**src/rtl/conv_pkg.sv**
```systemverilog
// conv_pkg: constants shared by the 3x3 window generator and the convolver adder tree
package conv_pkg;
    localparam int DEFAULT_DATA_WIDTH = 16;
    localparam int KERNEL_SIZE = 3;
    localparam int NUM_TAPS = KERNEL_SIZE * KERNEL_SIZE;
    // Tap k multiplies with kernel weight k; row-major, top-left first
    localparam int TAP_TOP_LEFT  = 0;
    localparam int TAP_TOP_MID   = 1;
    localparam int TAP_TOP_RIGHT = 2;
    localparam int TAP_MID_LEFT  = 3;
    localparam int TAP_CENTER    = 4;
    localparam int TAP_MID_RIGHT = 5;
    localparam int TAP_BOT_LEFT  = 6;
    localparam int TAP_BOT_MID   = 7;
    localparam int TAP_BOT_RIGHT = 8;
endpackage

```
**src/rtl/conv_window_gen_if.sv**
```systemverilog
// conv_window_gen_if: pixel stream in, 3x3 window stream out
// slave = window generator side, master = producer/consumer side
interface conv_window_gen_if
    import conv_pkg::*;
#(
    parameter int DATA_WIDTH = DEFAULT_DATA_WIDTH
);
    logic in_valid, in_ready;
    logic signed [DATA_WIDTH-1:0] in_data;
    logic out_valid, out_ready, frame_last;
    logic signed [DATA_WIDTH-1:0] win_0, win_1, win_2, win_3, win_4, win_5, win_6, win_7, win_8;
    modport slave (
        input  in_valid, in_data, out_ready,
        output in_ready, out_valid, frame_last,
        output win_0, win_1, win_2, win_3, win_4, win_5, win_6, win_7, win_8
    );
    modport master (
        output in_valid, in_data, out_ready,
        input  in_ready, out_valid, frame_last,
        input  win_0, win_1, win_2, win_3, win_4, win_5, win_6, win_7, win_8
    );
endinterface

```
**src/rtl/conv_line_buffer.sv**
```systemverilog
// conv_line_buffer: DEPTH-entry shift FIFO; delayed is the pixel shifted in DEPTH enables ago
// Ports: clk, en (shift), pixel (new entry), delayed (oldest entry)
module conv_line_buffer
    import conv_pkg::*;
#(
    parameter int DATA_WIDTH = DEFAULT_DATA_WIDTH,
    parameter int DEPTH = 28
) (
    input  logic                  clk,
    input  logic                  en,
    input  logic [DATA_WIDTH-1:0] pixel,
    output logic [DATA_WIDTH-1:0] delayed
);
    logic [DEPTH-1:0][DATA_WIDTH-1:0] sr;
    always_ff @(posedge clk) begin
        if (en) sr <= {sr[DEPTH-2:0], pixel};
    end
    assign delayed = sr[DEPTH-1];
endmodule

```
**src/rtl/conv_window_gen.sv**
```systemverilog
// conv_window_gen: streaming 3x3 window generator feeding the convolver multiplier bank
// Ports: clk; reset (sync, active-high); bus (slave): raster pixel stream in,
// window stream out on win_0..win_8 with frame_last on the final window of a frame.
// Build option CONV_WINDOW_STRIDE2_EN: emit only windows whose bottom-right has even row and col.
module conv_window_gen
    import conv_pkg::*;
#(
    parameter int DATA_WIDTH = DEFAULT_DATA_WIDTH,
    parameter int IMG_WIDTH  = 28,
    parameter int IMG_HEIGHT = 28
) (
    input logic clk,
    input logic reset,
    conv_window_gen_if.slave bus
);
`ifdef CONV_WINDOW_STRIDE2_EN
    localparam bit STRIDE2 = 1'b1;
`else
    localparam bit STRIDE2 = 1'b0;
`endif
    localparam int CW = $clog2(IMG_WIDTH);
    localparam int RW = $clog2(IMG_HEIGHT);
    localparam logic [CW-1:0] END_COL = CW'(IMG_WIDTH - 1);
    localparam logic [RW-1:0] END_ROW = RW'(IMG_HEIGHT - 1);
    // Bottom-right position of the last window a frame emits
    localparam logic [CW-1:0] LAST_COL = CW'(STRIDE2 ? (IMG_WIDTH - 1) / 2 * 2 : IMG_WIDTH - 1);
    localparam logic [RW-1:0] LAST_ROW = RW'(STRIDE2 ? (IMG_HEIGHT - 1) / 2 * 2 : IMG_HEIGHT - 1);

    logic [CW-1:0] col;
    logic [RW-1:0] row;
    logic accept, emit;
    logic [DATA_WIDTH-1:0] above1, above2;
    // Two columns left of the incoming pixel; element 0 is row r-2, element 2 is row r
    logic [KERNEL_SIZE-1:0][DATA_WIDTH-1:0] col_old, col_mid;
    logic [NUM_TAPS-1:0][DATA_WIDTH-1:0] taps, win_q;

    assign bus.in_ready = !bus.out_valid || bus.out_ready;
    assign accept = bus.in_valid && bus.in_ready;
    assign emit = accept && row >= RW'(2) && col >= CW'(2) && (!STRIDE2 || (!row[0] && !col[0]));

    // Line buffers hold the previous two rows, so their outputs are the pixels directly above
    conv_line_buffer #(.DATA_WIDTH(DATA_WIDTH), .DEPTH(IMG_WIDTH)) lb_row1 (
        .clk(clk), .en(accept), .pixel(bus.in_data), .delayed(above1)
    );
    conv_line_buffer #(.DATA_WIDTH(DATA_WIDTH), .DEPTH(IMG_WIDTH)) lb_row2 (
        .clk(clk), .en(accept), .pixel(above1), .delayed(above2)
    );

    // The incoming column completes the window, so it is taken straight from the inputs
    assign taps = {bus.in_data, col_mid[2], col_old[2],
                   above1,      col_mid[1], col_old[1],
                   above2,      col_mid[0], col_old[0]};

    always_ff @(posedge clk) begin
        if (accept) begin
            col_old <= col_mid;
            col_mid <= {bus.in_data, above1, above2};
        end
    end

    always_ff @(posedge clk) begin
        if (reset) begin
            row <= '0;
            col <= '0;
            bus.out_valid <= 1'b0;
            bus.frame_last <= 1'b0;
            win_q <= '0;
        end else begin
            if (accept) begin
                col <= (col == END_COL) ? '0 : col + 1'b1;
                if (col == END_COL) row <= (row == END_ROW) ? '0 : row + 1'b1;
            end
            if (emit) begin
                bus.out_valid <= 1'b1;
                bus.frame_last <= row == LAST_ROW && col == LAST_COL;
                win_q <= taps;
            end else if (bus.out_ready) begin
                bus.out_valid <= 1'b0;
                bus.frame_last <= 1'b0;
            end
        end
    end

    assign bus.win_0 = win_q[TAP_TOP_LEFT];
    assign bus.win_1 = win_q[TAP_TOP_MID];
    assign bus.win_2 = win_q[TAP_TOP_RIGHT];
    assign bus.win_3 = win_q[TAP_MID_LEFT];
    assign bus.win_4 = win_q[TAP_CENTER];
    assign bus.win_5 = win_q[TAP_MID_RIGHT];
    assign bus.win_6 = win_q[TAP_BOT_LEFT];
    assign bus.win_7 = win_q[TAP_BOT_MID];
    assign bus.win_8 = win_q[TAP_BOT_RIGHT];
endmodule

```
**src/flat_wrapper.sv**
```systemverilog
// flat-port wrapper written by rule: the top's interface ports become plain ports
module conv_window_gen_flat import conv_pkg::*;
#(
    parameter int DATA_WIDTH = DEFAULT_DATA_WIDTH,
    parameter int IMG_WIDTH  = 28,
    parameter int IMG_HEIGHT = 28
)
  (clk, reset, bus_in_valid, bus_in_data, bus_out_ready, bus_in_ready, bus_out_valid, bus_frame_last, bus_win_0, bus_win_1, bus_win_2, bus_win_3, bus_win_4, bus_win_5, bus_win_6, bus_win_7, bus_win_8);
  conv_window_gen_if #(.DATA_WIDTH(DATA_WIDTH)) bus_i ();
  input logic clk;
  input logic reset;
  input wire logic [$bits(bus_i.in_valid)-1:0] bus_in_valid;
  input wire logic [$bits(bus_i.in_data)-1:0] bus_in_data;
  input wire logic [$bits(bus_i.out_ready)-1:0] bus_out_ready;
  output wire logic [$bits(bus_i.in_ready)-1:0] bus_in_ready;
  output wire logic [$bits(bus_i.out_valid)-1:0] bus_out_valid;
  output wire logic [$bits(bus_i.frame_last)-1:0] bus_frame_last;
  output wire logic [$bits(bus_i.win_0)-1:0] bus_win_0;
  output wire logic [$bits(bus_i.win_1)-1:0] bus_win_1;
  output wire logic [$bits(bus_i.win_2)-1:0] bus_win_2;
  output wire logic [$bits(bus_i.win_3)-1:0] bus_win_3;
  output wire logic [$bits(bus_i.win_4)-1:0] bus_win_4;
  output wire logic [$bits(bus_i.win_5)-1:0] bus_win_5;
  output wire logic [$bits(bus_i.win_6)-1:0] bus_win_6;
  output wire logic [$bits(bus_i.win_7)-1:0] bus_win_7;
  output wire logic [$bits(bus_i.win_8)-1:0] bus_win_8;
  assign bus_i.in_valid = bus_in_valid;
  assign bus_i.in_data = bus_in_data;
  assign bus_i.out_ready = bus_out_ready;
  assign bus_in_ready = bus_i.in_ready;
  assign bus_out_valid = bus_i.out_valid;
  assign bus_frame_last = bus_i.frame_last;
  assign bus_win_0 = bus_i.win_0;
  assign bus_win_1 = bus_i.win_1;
  assign bus_win_2 = bus_i.win_2;
  assign bus_win_3 = bus_i.win_3;
  assign bus_win_4 = bus_i.win_4;
  assign bus_win_5 = bus_i.win_5;
  assign bus_win_6 = bus_i.win_6;
  assign bus_win_7 = bus_i.win_7;
  assign bus_win_8 = bus_i.win_8;
  conv_window_gen #(.DATA_WIDTH(DATA_WIDTH), .IMG_WIDTH(IMG_WIDTH), .IMG_HEIGHT(IMG_HEIGHT)) u_core (.clk(clk), .reset(reset), .bus(bus_i));
endmodule
```
**config.mk**
```make
export PLATFORM = sky130hd
export DESIGN_NAME = conv_window_gen_flat
export DESIGN_NICKNAME = d
export VERILOG_FILES = /design/src/rtl/conv_pkg.sv /design/src/rtl/conv_window_gen_if.sv /design/src/rtl/conv_line_buffer.sv /design/src/rtl/conv_window_gen.sv /design/src/flat_wrapper.sv
export SDC_FILE = /design/constraint.sdc
export NUM_CORES = 1
export LEC_CHECK = 0
export ABC_AREA = 0
export CAP_MARGIN = 40
export CORE_ASPECT_RATIO = 0.6
export CORE_UTILIZATION = 53
export DETAILED_ROUTE_END_ITERATION = 12
export HOLD_SLACK_MARGIN = 0.06
export PLACE_DENSITY = 0.74
export SYNTH_ARGS = -nofsm -noshare
export SYNTH_HDL_FRONTEND = slang
export SYNTH_SLANG_ARGS = --single-unit
```
**constraint.sdc**
```tcl
create_clock -name clk -period 26.1 [get_ports clk]
set_clock_uncertainty 0.05 [all_clocks]
set_input_delay 5.22 -clock clk [delete_from_list [all_inputs] [get_ports clk]]
set_output_delay 5.22 -clock clk [all_outputs]
set_load 0.01 [all_outputs]
```
; Yosys cells after proc, flatten, opt, wreduce, memory -nomap -nowiden
; Cells that the tools add are included.
[totals]
regBits = 1084
in_bits = 20
[classes]
n_addsub = 2
n_lt_le_gt_ge = 2
n_eq_ne = 2
muxes = 5
n_reduce_logical = 8
[op_table]
columns = operator, count
row1 = $add A5 B1 Y5 const B, 2
row2 = $eq A5 B5 Y1 const B, 2
row3 = $ge A5 B2 Y1 const B, 2
row4 = $mux W5, 2
row5 = $logic_and A1 B1 Y1, 4
row6 = $mux W1, 3
row7 = $reduce_and A2 Y1, 1
row8 = $reduce_bool A2 Y1, 1
row9 = $logic_not A1 Y1, 1
row10 = $logic_or A1 B1 Y1, 1

; Longest topological paths before layout
[logic_depth]
word_depth = 6
mapped_depth = 9
mapped_depth_nobuf = 6

; Hierarchy
; From an unflattened synthesis, not the netlist that was laid out.
[hier_totals]
cells_unflattened = 1719
hier_area_um2 = 37353.3
[by_module_without_submodules]
columns = mod, n_inst, cells_each, area_each_um2
row1 = conv_line_buffer, 2, 464, 13573.0
row2 = conv_window_gen, 1, 791, 10207.3

; Least setup slack after synthesis
; OpenSTA, ideal clock, no wires.
[synth_timing]
path_kind = input -> register
from = input bus_out_ready
to = register u_core.col[3]
arrival_ns = 25.275
slack_ns = 0.550
stages = 6
path_cell_list = nand2b_1 -> buf_2 -> nand2_1 -> inv_1 -> a41oi_1 -> a311oi_1
[synth_via]
elab_chain_cells = 2
[synth_rtl]
columns = item, line_no
row1 = "start, declared", flat_wrapper.sv:14  ; input wire logic [$bits(bus_i.out_ready)-1:0] bus_out_ready;
row2 = $logic_or A1 B1 Y1, conv_window_gen.sv:37  ; assign bus.in_ready = !bus.out_valid || bus.out_ready;
row3 = via bus_in_ready, flat_wrapper.sv:15  ; output wire logic [$bits(bus_i.in_ready)-1:0] bus_in_ready;
row4 = $logic_and A1 B1 Y1, conv_window_gen.sv:38  ; assign accept = bus.in_valid && bus.in_ready;
row5 = via u_core.accept, conv_window_gen.sv:31  ; logic accept, emit;
row6 = "end signal, assigned", conv_window_gen.sv:70  ; col <= (col == END_COL) ? '0 : col + 1'b1;
row7 = "end, declared", conv_window_gen.sv:29  ; logic [CW-1:0] col;
; The timed path passes the listed nets, and every way through them passes these cells.
; A chain may end at the register's enable or synchronous reset.

; Worst setup path after layout
[layout_timing]
from = input bus_out_ready
to = output bus_in_ready
[layout_via]
elab_chain_cells = 1
[layout_rtl]
columns = item, line_no
row1 = $logic_or A1 B1 Y1, conv_window_gen.sv:37
row2 = "end, declared", flat_wrapper.sv:15
; No other way between the ends.

==> key figures <==
Synthesis
  – Yosys reg bits: 1,084
  – Post-synth cell types: 27
  – Post-synth EDFFs: 928
  – Post-Syn Instances: 1,625
  – Top area cells in the synthesized netlist: edfxtp_1 (80%), dfxtp_1 (9.0%), nand2b_1 (5.2%)
  – Share of Yosys cell area claimed by the top area cell type: 79.9%
  – Largest area contributor in the netlist: edfxtp_1
  – Synth Warn #: 0
  – Synth top cells by count: edfxtp_1 (928), nand2b_1 (289), dfxtp_1 (156), mux2i_1 (146), clkbuf_1 (34)
  – Seq/Total Area, Yosys: 88.9%
  – Post-Syn Area: 0.0349 mm2
  – Most instantiated library cell after synthesis: edfxtp_1
  – FFs w/ async S/R, synth: 0%
  – Syn Nets: 1,649
  – Commonest register cell after synthesis: edfxtp_1
  – Mean Syn Cell Area: 21.5 um2

Pwr
  – Worst vdd ir: 0.0000466 V
  – PwrDens: 84.3 mW/mm2
  – Leak: 0.0135 uW

Drt
  – DR vias: 14,000
  – # DRC: 0
  – Routed Wire Length: 51,300 um
  – Post-route ant nets: 0
  – Drt via density: 5.03
  – WL/cell: 18.4 um
  – Drt pass-1 iters: 6
  – Initial DRC Count: 1,078

Timing
  – Max_slew headroom: 39.8%
  – Worst Tran Pin Value: 0.904 ns
  – Unrepaired setup endpoints after global routing: false
  – F_max: 84.8 MHz
  – Final WS setup: 14.30 ns
  – Minimum clock period: 11.80 ns
  – Final Hold Fails: 0
  – Final setup TNS: 0 ns
  – # setup viols final: 0
  – Period utilization: 45.2%
  – Slew Viols, Final: 0

Layout
  – Fill count: 4,198
  – Final Util: 63.1%
  – Regs by FF count: u_core.lb_row1.sr (416), u_core.lb_row2.sr (416), u_core.col_old (48)
  – # diodes: 0
  – Share of cells above drive strength 1: 8.64%
  – Layout area overhead: 17.0%
  – Fin nets: 1,878
  – Fin area: 0.0408 mm2
  – Non-Filler Instances: 2,783

Clock network
  – Clk buf depth: 3
  – CTS Hold Bufs: 0
  – Clock H-tree levels: 3
  – Post-CTS Setup Repair Bufs: 0
  – PostCTS Resize Cnt: 0
  – Clock-pin slew on the worst setup and hold paths: 0.07 ns
  – Num CTS Buffers: 90
  – CTS tree: yes
  – Root Buffer: clkbuf_16
  – Clock net sink count: 1,084
  – Worst skew pair latency: 0.64 ns

Die
  – # IOs: 167
  – Die width: 333 um
  – Die H: 201 um
  – Die footprint: 0.0668 mm2
  – Initial Util: 53.9%
  – Core Footprint: 0.0647 mm2
  – FP Rows: 72

Worst setup path
  – Arr. time, crit path: 6.53 ns
  – Critical path capture point type: output pin
  – Critical Path Fanout Max: 7
  – Setup CP Type: in -> out
  – Worst setup SP type: input pin
  – Worst EP required: 20.83 ns

Place
  – DP Area: 0.0377 mm2
  – Pre-CTS WS: 14.31 ns
  – Post-Place Cells: 2,613
  – GP Congestion: 0.769
  – DP HPWL: 26,000 um
  – PortBufs: 166

Global route
  – Total gr overflow: 0
  – Initial antenna violation count: 0
  – GRT Overall Usage: 15.6%
  – Global-route wire length before repair: 80,700 um
  – Largest net degree at the start of global routing: 122
  – Vias in the first global route: 14,300

Status
  – Status: finished clean

Flow run
  – MaxCap Viol Count: 0

Worst hold path
  – Hold Crit Class: reg -> reg
[power by group]
| part | switching (uW) | internal (uW) | leakage (uW) | total [uW] |
|---|---|---|---|---|
| registers | 27.7 | 1970 | 0.0103 | 2000 |
| logic | 37.7 | 17.4 | 0.00170 | 55.1 |
| clock network | 601 | 784 | 0.00151 | 1380 |
| total | 666 | 2770 | 0.0135 | 3440 |
[kinds of logic (layout without fill, tap and decap cells)]
| family | count (synthesis) | count (layout) | share of synthesized area, % |
|---|---|---|---|
| DFF | 1084 | 1084 | 88.9 |
| and+or+nand+nor | 320 | 320 | 5.67 |
| muxes | 147 | 147 | 4.22 |
| buffers and inverters | 55 | 362 | 0.797 |
| AOI/OAI and AO/OA | 15 | 15 | 0.269 |
| adders and majority gates | 4 | 4 | 0.144 |
[layout by cell type, fill, tap and decap left out, types with 3 or more instances in the layout]
master | synthesis | routed
clkinv_2 | 0 | 18
clkinv_8 | 0 | 4
mux2i_1 | 146 | 146
buf_16 | 0 | 9
clkdlybuf4s50_1 | 0 | 165
nand2b_1 | 289 | 289
a21oi_1 | 7 | 7
bufinv_16 | 0 | 11
buf_4 | 0 | 11
nor2_1 | 7 | 7
ha_1 | 4 | 4
edfxtp_1 | 928 | 928
clkbuf_8 | 0 | 10
clkbuf_1 | 34 | 22
nand3_1 | 3 | 3
or3_1 | 6 | 6
nand2_1 | 6 | 6
dfxtp_1 | 156 | 156
clkbuf_16 | 0 | 90
inv_1 | 4 | 3
clkinv_1 | 0 | 8
[metrics by stage]
stage / hold WS (ns) / power, uW
2_1_floorplan: 0.350 / 2120
3_3_place_gp: 0.350 / 2080
3_5_place_dp: 0.355 / 2090
4_1_cts: 0.356 / 3480
5_1_grt: 0.362 / 3560
6_report: 0.349 / 3440
[cell type report]
cell class / instances / area (um2) / area share, %
multi-input combinational: 486 / 3600 / 8.82
clock inverter: 48 / 609 / 1.49
clock buffer: 122 / 2470 / 6.06
tap: 851 / 1060 / 2.61
timing repair buffer: 188 / 2030 / 4.98
inverter: 4 / 22.5 / 0.0552
sequential: 1084 / 31000 / 76.0
[worst max-delay path, stage by stage]
cell and delay, ns:
clkdlybuf4s50_1 0.47, nand2b_1 0.25, clkdlybuf4s50_1 0.59
[final timing paths]
check / start / endpoint / slack [ns] / depth (start not counted)
worst min-delay path: u_core.lb_row2.sr[248] / u_core.lb_row2.sr[264] / 0.35 / 0
worst max-delay path: bus_out_ready / bus_in_ready / 14.30 / 3
worst max register to register: u_core.bus.out_valid / u_core.lb_row1.sr[418] / 21.25 / 12
worst min register to register: u_core.lb_row2.sr[248] / u_core.lb_row2.sr[264] / 0.35 / 0
[layer usage]
layer,track usage [%],up-vias,part of all wire (%)
met1,21.9,7114,46
met4,4.36,0,1.9
li1,-,6529,-
met2,23.9,285,46
met5,0,-,0
met3,4.58,81,5.4
Note: power is estimated with default switching activity, not from simulation.
==> variant (config.mk and constraints unchanged) <==
Add a define of `CONV_WINDOW_STRIDE2_EN`.
--- a/src/rtl/conv_window_gen.sv
+++ b/src/rtl/conv_window_gen.sv
@@ -2,6 +2,8 @@
 // Ports: clk; reset (sync, active-high); bus (slave): raster pixel stream in,
 // window stream out on win_0..win_8 with frame_last on the final window of a frame.
 // Build option CONV_WINDOW_STRIDE2_EN: emit only windows whose bottom-right has even row and col.
+`define CONV_WINDOW_STRIDE2_EN
+
 module conv_window_gen
     import conv_pkg::*;
 #(
Behaviour: no difference found for any inputs over 4 cycles, from zero or initial values and one cycle with reset high; that may be too few to reach the edited logic, so the function may still have changed.
==> variant against the unedited design <==
Sequential power about the same; power shrank 0.38%; sequential cell count stayed put; synthesized cell count rose by 0.37%; non-clock buffer count unchanged; design area hardly changed; area after synthesis barely moved; worst setup slack worse by 0.018 ns; maximum frequency fell by 0.16%; count of clock-buffer cells in the layout unchanged; routed wire length is 8.5% lower; worst hold slack better by 0.0080 ns; critical endpoint unchanged; highest routed layer unchanged.
==> variant: results (changes against the unedited design) <==
Total GRT Usage=14.2% (-1.4 points); met1 Use GR=20.8% (-1.1 points); GRT met3 Usage=4.43% (-0.14 points); leakage=0.0136 µW (+0.24%); clk_lat worst skew=0.62 ns (-0.02 ns); Placed Instances=2619 (+0.23%); Int Pwr=2780 µW (+0.25%); CTS Buf Count=91 (+1.1%); WP data arrival=6.54 ns (about the same); largest net degree at the start of global routing=227 (+86%); Synth Area per Inst=21.4 µm² (-0.29%); global placer's final weighted congestion=0.798 (+3.7%); met3 WL=2830 µm (+1.9%); Detailed Route Iter0 Violations=1164 (+8.0%); maximum vdd drop=0.0523 mV (+12%); final WL=47000 µm (-8.5%); Clk Tree Root Cell=clkbuf_16; Post-synth top cells=edfxtp_1, nand2b_1, dfxtp_1, mux2i_1, clkbuf_1; sequential share of the synthesized area=88.8% (about the same); Synth cell types=29 (+7.4%); syn nets=1655 (+0.36%); first-pass GRT wire length=75100 µm (-7.0%); layout cells sized above 1=8.78% (+0.13 points); vias per inst=4.97 (-1.2%); met1 WL=22700 µm (-4.2%); met2 wire length=20300 µm (-15%); outcome=finished, final reports clean; Largest regs=u_core.lb_row1.sr x400, u_core.lb_row2.sr x400; Diodes inserted=0 (unchanged); DP Wirelength=25100 µm (-3.4%); final non-filler cell total=2788 (+0.18%); grt met2 use=20.3% (-3.6 points); hold_sp=u_core.lb_row2.sr[366]$_DFFE_PP_; vias in the first global route=13803 (-3.7%); nets@finish=1885 (+0.37%); Main synth FF type=edfxtp_1; DP Worst Slack=14.29 ns (-0.0175 ns); DRT Pass-1 Iters=5 (-1); placed inst area=37700 µm² (about the same); Slew headroom=25.7% (-14 points); synth top area cells=edfxtp_1, dfxtp_1, nand2b_1; Critical Path Fanout Max=8 (+1)
-- variant: cell count changes after synthesis, sizes merged, moves of 2 or more --
cell and delta:
nand3 +4, nand4 +2, nand2 +4, or3 -4
-- variant: final cells by class --
type                            count  area, µm²
Clock buffer                      122       2630
Clock inverter                     47        448
Fill cell                        4315      24000
Inverter                            4       22.5
Multi-Input combinational cell    492       3620
Sequential cell                  1084      31000
Tap cell                          851       1060
Timing Repair Buffer              188       2030
-- variant: logic make-up (layout without fill, tap and decap cells) --
| kind of cell | Yosys count | after routing | share of synthesized area (%) |
|---|---|---|---|
| flip-flops | 1084 | 1084 | 88.8 |
| multiplexers | 145 | 145 | 4.16 |
| AO/OA/AOI/OAI | 14 | 14 | 0.273 |
| buffers and inverters | 55 | 361 | 0.796 |
| adder cells (fa/ha/maj) | 4 | 4 | 0.143 |
| AND/OR/NAND/NOR | 329 | 329 | 5.80 |
-- variant: final timing paths --
check / depth (start not counted) / end / slack [ns]
worst max-delay path: 3 / bus_in_ready / 14.29
worst max register to register: 8 / u_core.lb_row1.sr[406]$_DFFE_PP_ / 22.08
worst min register to register: 0 / u_core.lb_row2.sr[382]$_DFFE_PP_ / 0.36
worst min-delay path: 0 / u_core.lb_row2.sr[382]$_DFFE_PP_ / 0.36
-- variant: power groups by stage --
stage / clock [µW] / sequential, µW / combinational, µW
after global placement: 0 / 2030 / 49.2
after global routing: 1480 / 2010 / 59.5
after CTS: 1410 / 2000 / 55.2
after floorplan: 0 / 2080 / 36.6
after detailed placement: 0 / 2040 / 55.6
final: 1370 / 2000 / 53.9
-- variant: worst max-delay path, cell delays in order --
cell	delay [ns]
clkdlybuf4s50_1	0.47
nand2b_1	0.26
clkdlybuf4s50_1	0.59
